--- config.mk ---
export PLATFORM = sky130hd
export DESIGN_NAME = huff_freq_counter_flat
export DESIGN_NICKNAME = d
export VERILOG_FILES = /design/src/rtl/huff_freq_counter_if.sv /design/src/rtl/huff_freq_counter.sv /design/src/flat_wrapper.sv
export SDC_FILE = /design/constraint.sdc
export NUM_CORES = 1
export LEC_CHECK = 0
export BUFFER_PORTS_ARGS = -buffer_cell sky130_fd_sc_hd__buf_4
export CAP_MARGIN = 40
export CORE_ASPECT_RATIO = 1.5
export CORE_MARGIN = 2
export CORE_UTILIZATION = 30
export DETAILED_ROUTE_END_ITERATION = 8
export PLACE_DENSITY = 0.42
export SYNTH_ARGS = -nofsm -noshare
export SYNTH_HDL_FRONTEND = slang
export SYNTH_SLANG_ARGS = --single-unit
--- constraint.sdc ---
create_clock -name clk -period 3.4 [get_ports clk]
set_input_delay 0.68 -clock clk [delete_from_list [all_inputs] [get_ports clk]]
set_output_delay 0.68 -clock clk [all_outputs]
set_load 0.05 [all_outputs]
--- src/rtl/huff_freq_counter_if.sv ---
// Symbol stream in, frequency-table words out, plus status flags.
// The slave side is the counter; the master side is the message source / encoder loader.
interface huff_freq_counter_if #(
  parameter int CHAR_W = 8,
  parameter int FREQ_W = 3
);
  logic                       sym_valid;
  logic [CHAR_W-1:0]          sym_data;
  logic                       sym_last;
  logic                       sym_ready;
  logic [FREQ_W+CHAR_W:0]     out_word;
  logic                       done;
  logic                       overflow;
  logic                       sat;

  modport master (
    output sym_valid, sym_data, sym_last,
    input  sym_ready, out_word, done, overflow, sat
  );

  modport slave (
    input  sym_valid, sym_data, sym_last,
    output sym_ready, out_word, done, overflow, sat
  );
endinterface

--- src/rtl/huff_freq_counter.sv ---
// Builds a {char, count} table from one message, then streams {1, freq, char} per slot
// back-to-back for the Huffman encoder's load port. One message per reset.
module huff_freq_counter #(
  parameter int MAX_CHAR_COUNT = 3,
  parameter int FREQ_W         = 3,
  parameter int CHAR_W         = 8
) (
  input  logic clk,
  input  logic reset,
  huff_freq_counter_if.slave bus
);
  localparam int IDX_W  = (MAX_CHAR_COUNT > 1) ? $clog2(MAX_CHAR_COUNT) : 1;
  localparam int WORD_W = 1 + FREQ_W + CHAR_W;
  localparam logic [FREQ_W-1:0] FREQ_MAX = '1;

  typedef enum logic [1:0] {COLLECT, EMIT, DONE} state_t;

  state_t                     state_reg, state_next;
  logic [IDX_W-1:0]           idx_reg, idx_next;
  logic [WORD_W-1:0]          out_word_reg, out_word_next;
  logic                       done_reg, done_next;
  logic                       overflow_reg, overflow_next;
  logic                       sat_reg, sat_next;
  logic                       sym_ready_reg, sym_ready_next;
  logic [MAX_CHAR_COUNT-1:0]  occ_reg, occ_next;
  logic [FREQ_W-1:0]          freq_reg [MAX_CHAR_COUNT];
  logic [FREQ_W-1:0]          freq_next[MAX_CHAR_COUNT];
  logic [CHAR_W-1:0]          chr_reg  [MAX_CHAR_COUNT];
  logic [CHAR_W-1:0]          chr_next [MAX_CHAR_COUNT];

  logic [MAX_CHAR_COUNT-1:0]  hit;
  logic                       free_any;
  logic [IDX_W-1:0]           free_idx;
  logic                       accept;

  assign accept = bus.sym_valid && sym_ready_reg;

  // Parallel compare against every occupied slot; the table registers already
  // hold the previous symbol's update, so back-to-back repeats hit correctly.
  genvar gi;
  generate
    for (gi = 0; gi < MAX_CHAR_COUNT; gi++) begin : g_hit
      assign hit[gi] = occ_reg[gi] && (chr_reg[gi] == bus.sym_data);
    end
  endgenerate

  always_comb begin
    free_any = 1'b0;
    free_idx = '0;
    for (int i = MAX_CHAR_COUNT - 1; i >= 0; i--) begin
      if (!occ_reg[i]) begin
        free_any = 1'b1;
        free_idx = IDX_W'(i);
      end
    end
  end

  always_comb begin
    state_next    = state_reg;
    idx_next      = idx_reg;
    out_word_next = out_word_reg;
    done_next     = done_reg;
    overflow_next = overflow_reg;
    sat_next      = sat_reg;
    occ_next      = occ_reg;
    freq_next     = freq_reg;
    chr_next      = chr_reg;

    case (state_reg)
      COLLECT: begin
        out_word_next = '0;
        if (accept) begin
          if (|hit) begin
            for (int i = 0; i < MAX_CHAR_COUNT; i++) begin
              if (hit[i]) begin
                if (freq_reg[i] == FREQ_MAX) sat_next = 1'b1;
                else                         freq_next[i] = freq_reg[i] + FREQ_W'(1);
              end
            end
          end else if (free_any) begin
            occ_next[free_idx]  = 1'b1;
            freq_next[free_idx] = FREQ_W'(1);
            chr_next[free_idx]  = bus.sym_data;
          end else begin
            overflow_next = 1'b1;
          end
          if (bus.sym_last) begin
            state_next = EMIT;
            idx_next   = '0;
          end
        end
      end
      EMIT: begin
        // Free slots were cleared at reset, so they naturally emit as 0x800 padding.
        out_word_next = {1'b1, freq_reg[idx_reg], chr_reg[idx_reg]};
        if (idx_reg == IDX_W'(MAX_CHAR_COUNT - 1)) state_next = DONE;
        else                                       idx_next   = idx_reg + IDX_W'(1);
      end
      DONE: begin
        out_word_next = '0;
        done_next     = 1'b1;
      end
      default: state_next = COLLECT;
    endcase

    sym_ready_next = (state_next == COLLECT);
  end

  always_ff @(posedge clk) begin
    if (reset) begin
      state_reg     <= COLLECT;
      idx_reg       <= '0;
      out_word_reg  <= '0;
      done_reg      <= 1'b0;
      overflow_reg  <= 1'b0;
      sat_reg       <= 1'b0;
      sym_ready_reg <= 1'b0;
      occ_reg       <= '0;
      for (int i = 0; i < MAX_CHAR_COUNT; i++) begin
        freq_reg[i] <= '0;
        chr_reg[i]  <= '0;
      end
    end else begin
      state_reg     <= state_next;
      idx_reg       <= idx_next;
      out_word_reg  <= out_word_next;
      done_reg      <= done_next;
      overflow_reg  <= overflow_next;
      sat_reg       <= sat_next;
      sym_ready_reg <= sym_ready_next;
      occ_reg       <= occ_next;
      freq_reg      <= freq_next;
      chr_reg       <= chr_next;
    end
  end

  assign bus.sym_ready = sym_ready_reg;
  assign bus.out_word  = out_word_reg;
  assign bus.done      = done_reg;
  assign bus.overflow  = overflow_reg;
  assign bus.sat       = sat_reg;
endmodule

--- src/flat_wrapper.sv ---
// flat-port wrapper written by rule: the top's interface ports become plain ports
module huff_freq_counter_flat 
#(
  parameter int MAX_CHAR_COUNT = 3,
  parameter int FREQ_W         = 3,
  parameter int CHAR_W         = 8
)
  (clk, reset, bus_sym_valid, bus_sym_data, bus_sym_last, bus_sym_ready, bus_out_word, bus_done, bus_overflow, bus_sat);
  huff_freq_counter_if #(.CHAR_W(CHAR_W), .FREQ_W(FREQ_W)) bus_i ();
  input  logic clk;
  input  logic reset;
  input wire logic [$bits(bus_i.sym_valid)-1:0] bus_sym_valid;
  input wire logic [$bits(bus_i.sym_data)-1:0] bus_sym_data;
  input wire logic [$bits(bus_i.sym_last)-1:0] bus_sym_last;
  output wire logic [$bits(bus_i.sym_ready)-1:0] bus_sym_ready;
  output wire logic [$bits(bus_i.out_word)-1:0] bus_out_word;
  output wire logic [$bits(bus_i.done)-1:0] bus_done;
  output wire logic [$bits(bus_i.overflow)-1:0] bus_overflow;
  output wire logic [$bits(bus_i.sat)-1:0] bus_sat;
  assign bus_i.sym_valid = bus_sym_valid;
  assign bus_i.sym_data = bus_sym_data;
  assign bus_i.sym_last = bus_sym_last;
  assign bus_sym_ready = bus_i.sym_ready;
  assign bus_out_word = bus_i.out_word;
  assign bus_done = bus_i.done;
  assign bus_overflow = bus_i.overflow;
  assign bus_sat = bus_i.sat;
  huff_freq_counter #(.MAX_CHAR_COUNT(MAX_CHAR_COUNT), .FREQ_W(FREQ_W), .CHAR_W(CHAR_W)) u_core (.clk(clk), .reset(reset), .bus(bus_i));
endmodule
Word-level counts from Yosys, hierarchy flattened. Cells that the tools add are included.

ROM bits: 0. Word-level logic and storage cells: 111. Output and inout port bits: 16. Input bits: 12. Memory bits (writable): 0. Flip-flop bits (word level): 56. Latch bits: 0. Memories: 0.

$lt $le $gt $ge: 5. Div/mod/pow operators: 0. Reductions and logical operators: 20. Shift-type cells: 0. Mux-type cells: 42. Add/subtract/negate cells: 4. Bitwise gates (word level): 8. Multiply operators: 0. Equal/unequal tests: 18.

Operator list (count): 2-to-1 mux 3 bit (9); bitwise mux 24 bit (1); == test 8 bit (3); 2-to-1 mux 8 bit (3); case mux 12 bit (2 select lines) (1); 2-to-1 mux 2 bit (9); 2-to-1 mux 9 bit (2); binary-select mux 8 bit (select 2 bit) (1); demux 8 bit (select 2 bit) (1); AND reduction 5 bit (3); AND reduction 4 bit (3); 2-to-1 mux 1 bit (10); != test 2 bit (second input constant) (5); adder 3 x 1 -> 3 bit (second input constant) (3); == test 3 bit (second input constant) (3); != test 2 x 1 -> 1 bit (second input constant) (4); AND 6 bit (1); binary-select mux 3 bit (select 2 bit) (1); demux 3 bit (select 2 bit) (1); >= comparator 3 bit (second input constant) (2); logical AND 1 bit (6); inverter 2 -> 3 bit (2); inverter 6 bit (1); bitwise OR 3 bit (2); other kinds (15) (20).

Logic depth before layout (Yosys ltp).
Depth after elaboration: 12. Mapped depth: 7. Mapped depth without buffers: 6.

Worst setup path after synthesis. OpenSTA, ideal clock, no wires.

Path type: in2reg. From: input bus_sym_data[1]. To: register u_core.freq_reg[3] (netlist bit). Data required time: 3.280 ns. Buffers on the path: 2. Data arrival time: 1.931 ns. Cell stages on the path: 7. Path slack: 1.349 ns. Library setup time: 0.120 ns. Cell sequence: xnor2_1 nand3_1 or3_1 buf_2 and4_4 buf_6 o31a_1.

Cells in the longest elaborated chain, start to end: 5. Elaborated cells between the ends (all ways): 12. Those cells by class: eq/ne (5); mux (1); reduce/logical (6).

Ends and longest elaborated chain: from (decl) (line flat_wrapper.sv:13) `input wire logic [$bits(bus_i.sym_data)-1:0] bus_sym_data;`; == test 8 bit (line huff_freq_counter.sv:43) `assign hit[gi] = occ_reg[gi] && (chr_reg[gi] == bus.sym_data);`; logical AND 1 bit (line huff_freq_counter.sv:43); OR reduction 3 bit (line huff_freq_counter.sv:73) `if (|hit) begin`; != test 2 x 1 -> 1 bit (no source line), or another cell as far along; AND reduction 5 bit (no source line); to (signal assigned) (line huff_freq_counter.sv:132) `freq_reg <= freq_next;`; to (decl) (line huff_freq_counter.sv:26) `logic [FREQ_W-1:0] freq_reg [MAX_CHAR_COUNT];`.

Several ways; a longest one is shown, not always the timed one. A chain may end at the register's enable or synchronous reset.

Worst setup path after layout.
From: input bus_sym_data[6]. To: register u_core.chr_reg[18] (netlist bit).

Cells in the longest elaborated chain, start to end: 5. Elaborated cells between the ends (all ways): 9. Those cells by class: eq/ne (3); bitwise (1); reduce/logical (5).

Ends and longest elaborated chain: == test 8 bit (line huff_freq_counter.sv:43); logical AND 1 bit (line huff_freq_counter.sv:43); OR reduction 3 bit (*) (line huff_freq_counter.sv:73); inverter 1 bit (no source line) (*); AND reduction 4 bit (no source line) (*); to (signal assigned) (line huff_freq_counter.sv:133) `chr_reg <= chr_next;`; to (decl) (line huff_freq_counter.sv:28) `logic [CHAR_W-1:0] chr_reg [MAX_CHAR_COUNT];`.

Mark *: on every way between the ends. The rest lies on a longest branch, timed or not.

==> results.yml <==
clock_network:
  htree_levels: 2
  clock-sinks: 56
  postCtsHoldBufs: 0
  ctsResizeCount: 0
  clockRootBuffer: "clkbuf_16"
  clockBufferDepth: 2
  cts_tree: "yes"
  path_clk_slew_ns: 0.07
  cts_buffers: 5
  cts_setup_buffers: 0
  insertion_delay_ns: 0.30
worst_setup_path:
  rrSetupSlack_ns: 1.28
  critical_path_required_ns: 3.63
  reg2reg_from: "u_core.chr_reg[6]$_SDFFE_PP0P_"
  end_kind: "flip-flop"
  crit_path_max_fanout: 8
  critPathLaunch: "bus_sym_data[6]"
  worstSetupPathType: "input port to flip-flop"
  cp_data_arrival_time_ns: 2.53
  endpoint: "u_core.chr_reg[18]$_SDFFE_PP0P_"
  reg2regPathDepth: 6
  r2r_end: "u_core.chr_reg[18]$_SDFFE_PP0P_"
  start_kind: "input port"
detailed_routing:
  avgRoutedWirePerCell_um: 16.11
  wl_met3_um: 154
  remaining_drc_errors: 0
  via_per_inst: 5.004
  vias: 2252
  drt-met1-wl_mm: 3.031
  highest_layer: "met4"
  wl_met2_mm: 3.918
  antenna_left: 0
  drt_iter0_drc: 122
  firstDrtPassIters: 4
  routed_wl_mm: 7.248
cells_and_area:
  stdcell_count: 450
  post-route-util_pct: 35.32
  area_delta_synth_final_pct: 15.47
  nFillCells: 959
  drive_gt1_share_pct: 17.16
  num_antenna_cells: 0
  largest_reg_flops: 24
  nets: 356
  mostFrequentLayoutCells: "nand2_1 (57), dfxtp_1 (56), buf_4 (31)"
  layout_commonest_cell: "nand2_1"
timing:
  slew_headroom_pct: 49.61
  report.final.slew_viol_count: 0
  tightest_slew_ns: 0.7490
  max_freq_mhz: 434.6
  whs_ns: 0.4482
  skew_ns: 0.01017
  setup_slack_ns: 1.099
  fin_crit_ns: 2.301
  setup_viol: 0
  grt_setup_unrepaired: "false"
  hold_viol: 0
  fin_setup_tns_ns: 0
  fin_crit_sh_pct: 67.68
job:
  drv_cap: 0
power_and_ir_drop:
  switching_share_pct: 26.14
  p_comb_share_pct: 10.4
  cell_internal_pwr_mw: 1.001
  seqPwrFrac_pct: 50.2
  clkPwrFrac_pct: 39.4
  p_leak_nw: 1.265
  irDropWorstVdd_v: 0.0001953
  p_switching_mw: 0.3544
  p_per_area_mw_per_mm2: 419.7
logic_synthesis:
  yosysTopAreaCell: "dfxtp_1"
  synthFlopType: "dfxtp_1"
  synth_area_leaders: "dfxtp_1 (40%), mux2i_1 (8.6%), nand2_1 (7.6%)"
  synth_cells: 317
  avgSynthCellArea_um2: 8.825
  netlist_area_mm2: 0.002798
  seq_area_frac_synth_pct: 40.07
  synth_nets: 336
  synth.distinct_cells: 41
  ys_ff_latch: 56
  ys.warnings.count: 0
  synth_edf_count: 0
  synth_top_area_share_pct: 40.07
  async_flop_share_pct: 0
global_route:
  grt_pass1_wl_mm: 11.81
  grt_overflow: 0
  grt_pass1_vias: 2230
  grt_usage_pct: 14.99
  antenna_found_initial: 0
  grt_max_degree: 45
floorplanning:
  initial_core_util_pct: 30.59
  num_rows: 43
  dieWidth_um: 82.85
  core_mm2: 0.009146
  die_area_mm2: 0.01013
  io_pins: 28
  die_height_um: 122.3
min_path:
  hold_path.class: "flip-flop to flip-flop"
place:
  dp.cells: 442
  post-place-ws_ns: 0.8205
  dpl.hpwl_mm: 5.383
  portBuffers: 27
  gp_congestion: 0.8002
status:
  outcome: "completed"
[stage by stage]
step | instance area, um2 | total power, mW
floorplan | 2798 | 0.7903
global placement | 3083 | 0.8397
detailed placement | 3083 | 0.8397
CTS | 3231 | 1.378
global route | 3231 | 1.411
finish | 3231 | 1.356
[critical path, stage by stage]
cell     delay (ns)
buf_4          0.13
xnor2_1        0.26
nand4_1        0.17
or3_1          0.44
nand3_1        0.42
buf_4          0.24
mux2i_1        0.19
[area by class of cell]
class                           instances  area, um2  share of cell area [%]
Sequential cell                        56       1121                   34.70
Clock buffer                            5      125.1                   3.873
Inverter                               10      37.54                   1.162
Tap cell                              112      140.1                   4.338
Clock inverter                          3      22.52                  0.6971
Timing Repair Buffer                   31      232.7                   7.204
Multi-Input combinational cell        233       1551                   48.02
[synthesized netlist by cell type, drive strengths merged (3+ instances only)]
| cell | count |
|---|---|
| nand2 | 57 |
| dfxtp | 56 |
| a221oi | 3 |
| nand4 | 10 |
| ha | 7 |
| nand3 | 7 |
| mux2i | 24 |
| buf | 6 |
| xnor2 | 24 |
| inv | 10 |
| nor2 | 21 |
| nor3 | 6 |
| nor2b | 6 |
| clkbuf | 12 |
| a32o | 3 |
| mux2 | 11 |
| nor4 | 5 |
| a21oi | 24 |
[how the worst min path moves through the flow]
stage	startpoint	slack (ns)	depth (start not counted)	end
4_1_cts	u_core.bus.out_word[11]$_SDFFE_PP0P_	0.45	2	u_core.bus.out_word[11]$_SDFFE_PP0P_
2_1_floorplan	u_core.freq_reg[1]$_SDFFE_PP0P_	0.44	2	u_core.freq_reg[1]$_SDFFE_PP0P_
6_report	u_core.bus.out_word[11]$_SDFFE_PP0P_	0.45	2	u_core.bus.out_word[11]$_SDFFE_PP0P_
5_1_grt	u_core.bus.out_word[11]$_SDFFE_PP0P_	0.48	2	u_core.bus.out_word[11]$_SDFFE_PP0P_
3_3_place_gp	u_core.bus.out_word[11]$_SDFFE_PP0P_	0.44	2	u_core.bus.out_word[11]$_SDFFE_PP0P_
3_5_place_dp	u_core.bus.out_word[11]$_SDFFE_PP0P_	0.44	2	u_core.bus.out_word[11]$_SDFFE_PP0P_
[per-layer routing]
layer / up-vias / GRT usage, %
met5: - / 0
met4: 0 / 5.840
met3: 9 / 2.286
met2: 27 / 28.13
met1: 1075 / 16.97
li1: 1141 / -
[cells by family (layout without fill, tap and decap cells)]
logic type,Yosys count,count (layout),synth area share (%)
compound gates,45,45,10.87
flops,56,56,40.07
simple gates,122,122,20.93
mux,35,35,13.01
buf+inv,28,49,4.472
fa+ha+maj,7,7,3.130
xor+xnor,24,24,7.513
[power by group through the flow]
stage	combinational [mW]	sequential [mW]	clock, mW
after floorplan	0.0901	0.700	0
after global placement	0.143	0.697	0
after detailed placement	0.143	0.697	0
after CTS	0.143	0.681	0.553
after global routing	0.155	0.683	0.572
final	0.141	0.681	0.534
Note: power is estimated with default switching activity, not from simulation.
